==> config.mk <==
export PLATFORM = sky130hd
export DESIGN_NAME = demux_1_n_pipe
export DESIGN_NICKNAME = d
export VERILOG_FILES = /design/src/rtl/demux_pkg.sv /design/src/rtl/demux_node_1_2.sv /design/src/rtl/demux_1_n_pipe.sv
export SDC_FILE = /design/constraint.sdc
export NUM_CORES = 1
export LEC_CHECK = 0
export BUFFER_PORTS_ARGS = -buffer_cell sky130_fd_sc_hd__buf_2
export CAP_MARGIN = 20
export CORE_MARGIN = 3
export CORE_UTILIZATION = 50
export CTS_CLUSTER_SIZE = 16
export DETAILED_ROUTE_END_ITERATION = 10
export PLACE_DENSITY = 0.87
export SKIP_LAST_GASP = 1
export SYNTH_ARGS = -nofsm -noshare
export SYNTH_HDL_FRONTEND = slang
export SYNTH_SLANG_ARGS = --single-unit
==> constraint.sdc <==
create_clock -name clk -period 5.65 [get_ports clk]
set_input_delay 0.565 -clock clk [delete_from_list [all_inputs] [get_ports clk]]
set_output_delay 0.565 -clock clk [all_outputs]
set_load 0.01 [all_outputs]
==> src/rtl/demux_pkg.sv <==
// Shared definitions for the pipelined 1:N stream demultiplexer.
package demux_pkg;

  // Occupancy of one node register slot.
  typedef enum logic {
    SLOT_EMPTY = 1'b0,
    SLOT_FULL  = 1'b1
  } slot_state_e;

  // Ceiling log2, usable in constant expressions.
  function automatic int clog2(input int value);
    int result;
    result = 0;
    for (int v = value - 1; v > 0; v = v >> 1) begin
      result++;
    end
    return result;
  endfunction

  // Number of output channels for a given select width.
  function automatic int n_of(input int sel_w);
    return 1 << sel_w;
  endfunction

endpackage

==> src/rtl/demux_node_1_2.sv <==
// Registered 1:2 stream node: one slot, steered by a single bit of the
// destination index that travels with the beat.
module demux_node_1_2
  import demux_pkg::*;
#(
  parameter int DATA_W = 8,
  parameter int SEL_W  = 3,
  parameter int STEER  = SEL_W - 1
) (
  input  logic              clk,
  input  logic              rst,
  input  logic              up_valid,
  output logic              up_ready,
  input  logic [SEL_W-1:0]  up_sel,
  input  logic [DATA_W-1:0] up_data,
  output logic              dn0_valid,
  input  logic              dn0_ready,
  output logic [DATA_W-1:0] dn0_data,
  output logic              dn1_valid,
  input  logic              dn1_ready,
  output logic [DATA_W-1:0] dn1_data,
  output logic [SEL_W-1:0]  dn_sel
);

  typedef struct packed {
    slot_state_e       state;
    logic [SEL_W-1:0]  sel;
    logic [DATA_W-1:0] data;
  } slot_t;

  slot_t r_slot;

  logic w_full;
  logic w_side;
  logic w_dn_ready;
  logic w_up_xfer;
  logic w_dn_xfer;

  assign w_full     = (r_slot.state == SLOT_FULL);
  assign w_side     = r_slot.sel[STEER];
  assign w_dn_ready = w_side ? dn1_ready : dn0_ready;
  assign w_dn_xfer  = w_full && w_dn_ready;
  // A full slot can still take a beat in the same cycle it empties downstream.
  assign up_ready   = !w_full || w_dn_ready;
  assign w_up_xfer  = up_valid && up_ready;
  assign dn_sel     = r_slot.sel;

  // Slot register: fill on upstream transfer, empty on downstream-only transfer.
  // NOTE: non-blocking assignments so every node samples the pre-edge state of its neighbours.
  always_ff @(posedge clk or posedge rst) begin
    if (rst) begin
      // NOTE: the whole slot (not just state) is cleared; it is a single register, not a memory array.
      r_slot <= '{state: SLOT_EMPTY, sel: '0, data: '0};
    end else if (w_up_xfer) begin
      r_slot <= '{state: SLOT_FULL, sel: up_sel, data: up_data};
    end else if (w_dn_xfer) begin
      r_slot.state <= SLOT_EMPTY;
    end
  end

  // Present the beat only on the selected side; the other side reads as idle zeros.
  always_comb begin
    // NOTE: defaults first so no path leaves an output unassigned (no latch).
    dn0_valid = 1'b0;
    dn1_valid = 1'b0;
    dn0_data  = '0;
    dn1_data  = '0;
    if (w_full) begin
      if (w_side) begin
        dn1_valid = 1'b1;
        dn1_data  = r_slot.data;
      end else begin
        dn0_valid = 1'b1;
        dn0_data  = r_slot.data;
      end
    end
  end

endmodule

==> src/rtl/demux_1_n_pipe.sv <==
// Pipelined 1:N stream demultiplexer built as a binary tree of registered
// 1:2 nodes. Level L is steered by in_sel[SEL_W-1-L]; leaves drive channels.
module demux_1_n_pipe
  import demux_pkg::*;
#(
  parameter int DATA_W = 8,
  parameter int SEL_W  = 3
) (
  input  logic                             clk,
  input  logic                             rst,
  input  logic                             in_valid,
  output logic                             in_ready,
  input  logic [SEL_W-1:0]                 in_sel,
  input  logic [DATA_W-1:0]                in_data,
  output logic [n_of(SEL_W)-1:0]           out_valid,
  input  logic [n_of(SEL_W)-1:0]           out_ready,
  output logic [n_of(SEL_W)*DATA_W-1:0]    out_data
);

  for (genvar lv = 0; lv < SEL_W; lv++) begin : g_level
    // Per-level wiring: node up_ready outputs and the links toward level lv+1.
    logic [(1<<lv)-1:0]          w_up_ready;
    logic [(2<<lv)-1:0]          w_dn_valid;
    logic [(2<<lv)*DATA_W-1:0]   w_dn_data;
    logic [(1<<lv)*SEL_W-1:0]    w_dn_sel;

    for (genvar j = 0; j < (1 << lv); j++) begin : g_node
      logic              w_up_valid;
      logic [SEL_W-1:0]  w_up_sel;
      logic [DATA_W-1:0] w_up_data;
      logic              w_dn0_ready;
      logic              w_dn1_ready;

      if (lv == 0) begin : g_root
        assign w_up_valid = in_valid;
        assign w_up_sel   = in_sel;
        assign w_up_data  = in_data;
      end else begin : g_inner
        // Sibling links share the parent's forwarded index; only one sees valid.
        assign w_up_valid = g_level[lv-1].w_dn_valid[j];
        assign w_up_sel   = g_level[lv-1].w_dn_sel[(j/2)*SEL_W +: SEL_W];
        assign w_up_data  = g_level[lv-1].w_dn_data[j*DATA_W +: DATA_W];
      end

      if (lv == SEL_W - 1) begin : g_leaf_rdy
        assign w_dn0_ready = out_ready[2*j];
        assign w_dn1_ready = out_ready[2*j+1];
      end else begin : g_mid_rdy
        assign w_dn0_ready = g_level[lv+1].w_up_ready[2*j];
        assign w_dn1_ready = g_level[lv+1].w_up_ready[2*j+1];
      end

      demux_node_1_2 #(
        .DATA_W (DATA_W),
        .SEL_W  (SEL_W),
        .STEER  (SEL_W - 1 - lv)
      ) u_node (
        .clk       (clk),
        .rst       (rst),
        .up_valid  (w_up_valid),
        .up_ready  (w_up_ready[j]),
        .up_sel    (w_up_sel),
        .up_data   (w_up_data),
        .dn0_valid (w_dn_valid[2*j]),
        .dn0_ready (w_dn0_ready),
        .dn0_data  (w_dn_data[(2*j)*DATA_W +: DATA_W]),
        .dn1_valid (w_dn_valid[2*j+1]),
        .dn1_ready (w_dn1_ready),
        .dn1_data  (w_dn_data[(2*j+1)*DATA_W +: DATA_W]),
        .dn_sel    (w_dn_sel[j*SEL_W +: SEL_W])
      );
    end

    if (lv == SEL_W - 1) begin : g_out
      // Leaf link k is channel k, so the last level maps straight onto the ports.
      assign out_valid = w_dn_valid;
      assign out_data  = w_dn_data;
      // The index has been fully consumed by the time a beat reaches a leaf.
      logic w_unused_sel;
      assign w_unused_sel = ^w_dn_sel;
    end
  end

  assign in_ready = g_level[0].w_up_ready[0];

endmodule
==> impl_metrics.ini <==
[synthesis]
ys_seq_area_frac = 0.5355
synth_async_sr_flop_share = 1.000
synth_area_sq_um = 3458
synthFlopType = dfrtp_1
synth_edf_count = 0
avgSynthCellArea_sq_um = 12.67
synth_top_area_cell = dfrtp_1
post-synth-top-count-cell = dfrtp_1
ys_warn_count = 0
syn_inst = 273
ys_top_cells_by_area = dfrtp_1, mux2_2, and2_1, and3_1, buf_4
synth_top_cell_area_share = 0.5355
syn-num-nets = 295
synth_commonest_cells = dfrtp_1, mux2_2, and2_1, and3_1, nand2_1
ys_ff_latch = 74
ys_types = 22

[timing]
finClkSkew_ps = 6.533
slew-limit-headroom = 0.3990
finalHoldViolations = 0
final.min_clock_period_ps = 2510
setup_viol = 0
setup_ws_ps = 3140
finalMaxSlewViolations = 0
worst_pin_slew_ps = 901.5
fmax_ghz = 0.3983
fin_crit_sh = 0.4443
rsz0062_at_grt = no
hold_ws_ps = 457.6
finalSetupTns_ps = 0

[setup_path]
cp-end-kind = output port
required_ps = 5090
crit_chain = mux2i_1 -> a32oi_2 -> nor2_1 -> nor2_1 -> buf_2
crit_buf_inv = 1
crit_fanout = 12
cpMaxStageDelayCell = dfrtp_1
crit_family = flip-flops
arrival_ps = 1950
startpoint_type = flip-flop
slowest_delay_ps = 540
crit_top_cell = nor2_1
crit_type = reg -> out

[placement]
place_ws_ps = 3451
dpl.hpwl_um = 5409
place_congestion = 0.7995
portBuffers = 94
place_area_sq_um = 3923

[power]
p_switching_uw = 737.9
pwr_density_cell_nw_per_um2 = 511.7
swShare = 0.3495
seq_power_share = 0.473
combPwrFrac = 0.332
static-leakage-power_uw = 0.002154
power.internal_uw = 1374
irDropWorstVdd_uv = 228.3
p_clk_frac = 0.195

[clock_tree]
clkTransAtPathRegs_ps = 80
cts_buffers = 9
hold_buffers = 0
cts_max_level = 3
clock_path_buffers = 2
post_cts_resized = 0
cts_tree = done
clock_latency_ps = 340
cts.sinks = 74
root_buffer = clkbuf_8
cts_setup_buffers = 0

[detailed_routing]
num_vias = 2335
dr.pass1.iters = 4
drt_iter0_markers = 149
drc = 0
ant_nets = 0
detail_route.vias_per_cell = 5.307
routedWlPerCell_um = 16.61
drt-total-wl_um = 7308

[cells_and_area]
final_area_sq_um = 4126
area_growth_pct = 19.32
fin_util = 0.6318
final_net_count = 380
final_layout_size_suffix_gt1_frac = 0.5124
num_antenna_cells = 0

[die]
fp.dieArea_sq_um = 7950
core-area_sq_um = 6531
die_x_um = 89.17
start_util = 0.5295
row_count = 29
fp.dieH_um = 89.17
ios = 95

[grt]
grt_pass1_wl_um = 11610
gr-total-overflow = 0
antenna_found_initial = 0
grt_max_degree = 75
grt_use_total = 0.1920
first_global_vias = 2399

[run_status]
status = finished clean

[min_path]
hp-class = in -> reg

[run]
maxCapViolCount = 0
-- power by group through the flow --
stage          registers [uW]  clock network, uW  logic [uW]
2_1_floorplan             878                  0         593
3_3_place_gp              988                  0         672
3_5_place_dp             1010                  0         706
4_1_cts                   998                419         709
5_1_grt                  1040                447         765
6_report                  998                412         701
-- per-stage QoR --
step,power (uW),cells
floorplan,1470,273
global placement,1660,424
detailed placement,1713,424
CTS,2126,440
global route,2247,440
finish,2112,440
-- flip-flops by register name, summed over array words and instances, names as in the netlist --
name                          count
g_level.g_node.u_node.w_full      7
g_level.g_node.u_node.dn_sel     11
g_level.g_node.u_node.r_slot     56
-- cell type report --
cell class / instances / area [sq um]
Fill cell: 495 / 2405
Inverter: 1 / 3.754
Clock buffer: 11 / 151.4
Multi-Input combinational cell: 177 / 1493
Sequential cell: 74 / 1852
Clock inverter: 5 / 52.55
Tap cell: 77 / 96.34
Timing Repair Buffer: 95 / 478.0
-- routing by layer --
metal / vias to the layer above / track usage / routed length [um]
met3: 16 / 0.03502 / 187
met5: - / 0 / 0
met2: 41 / 0.3175 / 3916
met4: 0 / 0.08796 / 182
li1: 1101 / - / -
met1: 1177 / 0.2462 / 3021
-- final timing paths --
check,cells past startpoint,start,slack [ps],to
worst max-delay path,5,g_level[2].g_node[0].u_node.dn_sel[0]$_DFFE_PP0P_,3140,in_ready
worst min-delay path,2,in_data[0],460,g_level[0].g_node[0].u_node.r_slot[0]$_DFFE_PP0P_
worst max register to register,4,g_level[2].g_node[0].u_node.dn_sel[0]$_DFFE_PP0P_,3510,g_level[1].g_node[0].u_node.r_slot[3]$_DFFE_PP0P_
worst min register to register,1,g_level[2].g_node[0].u_node.r_slot[3]$_DFFE_PP0P_,520,g_level[2].g_node[0].u_node.r_slot[3]$_DFFE_PP0P_
max in group asynchronous,3,rst,4580,g_level[2].g_node[3].u_node.r_slot[6]$_DFFE_PP0P_
min in group asynchronous,3,rst,500,g_level[1].g_node[0].u_node.w_full$_DFFE_PP0P_
-- layout by cell type, fill, tap and decap left out, types with 3 or more instances in the layout --
cell type / Yosys / routed
clkinv_2: 0 / 3
mux2i_1: 4 / 4
and2_1: 36 / 36
a21oi_2: 4 / 4
buf_2: 1 / 94
and3_1: 34 / 34
mux2_2: 65 / 65
nor2b_1: 6 / 6
nand2b_1: 4 / 4
clkbuf_8: 0 / 11
dfrtp_1: 74 / 74
nand2_1: 13 / 13
nor2_1: 3 / 3
-- cell families (layout without fill, tap and decap cells) --
| logic type | Yosys count | count (layout) | synth area share |
|---|---|---|---|
| simple gates | 98 | 98 | 0.1690 |
| buf+inv | 22 | 112 | 0.03292 |
| mux | 71 | 71 | 0.2305 |
| compound gates | 8 | 8 | 0.03220 |
| flops | 74 | 74 | 0.5355 |
Note: power is estimated with default switching activity, not from simulation.
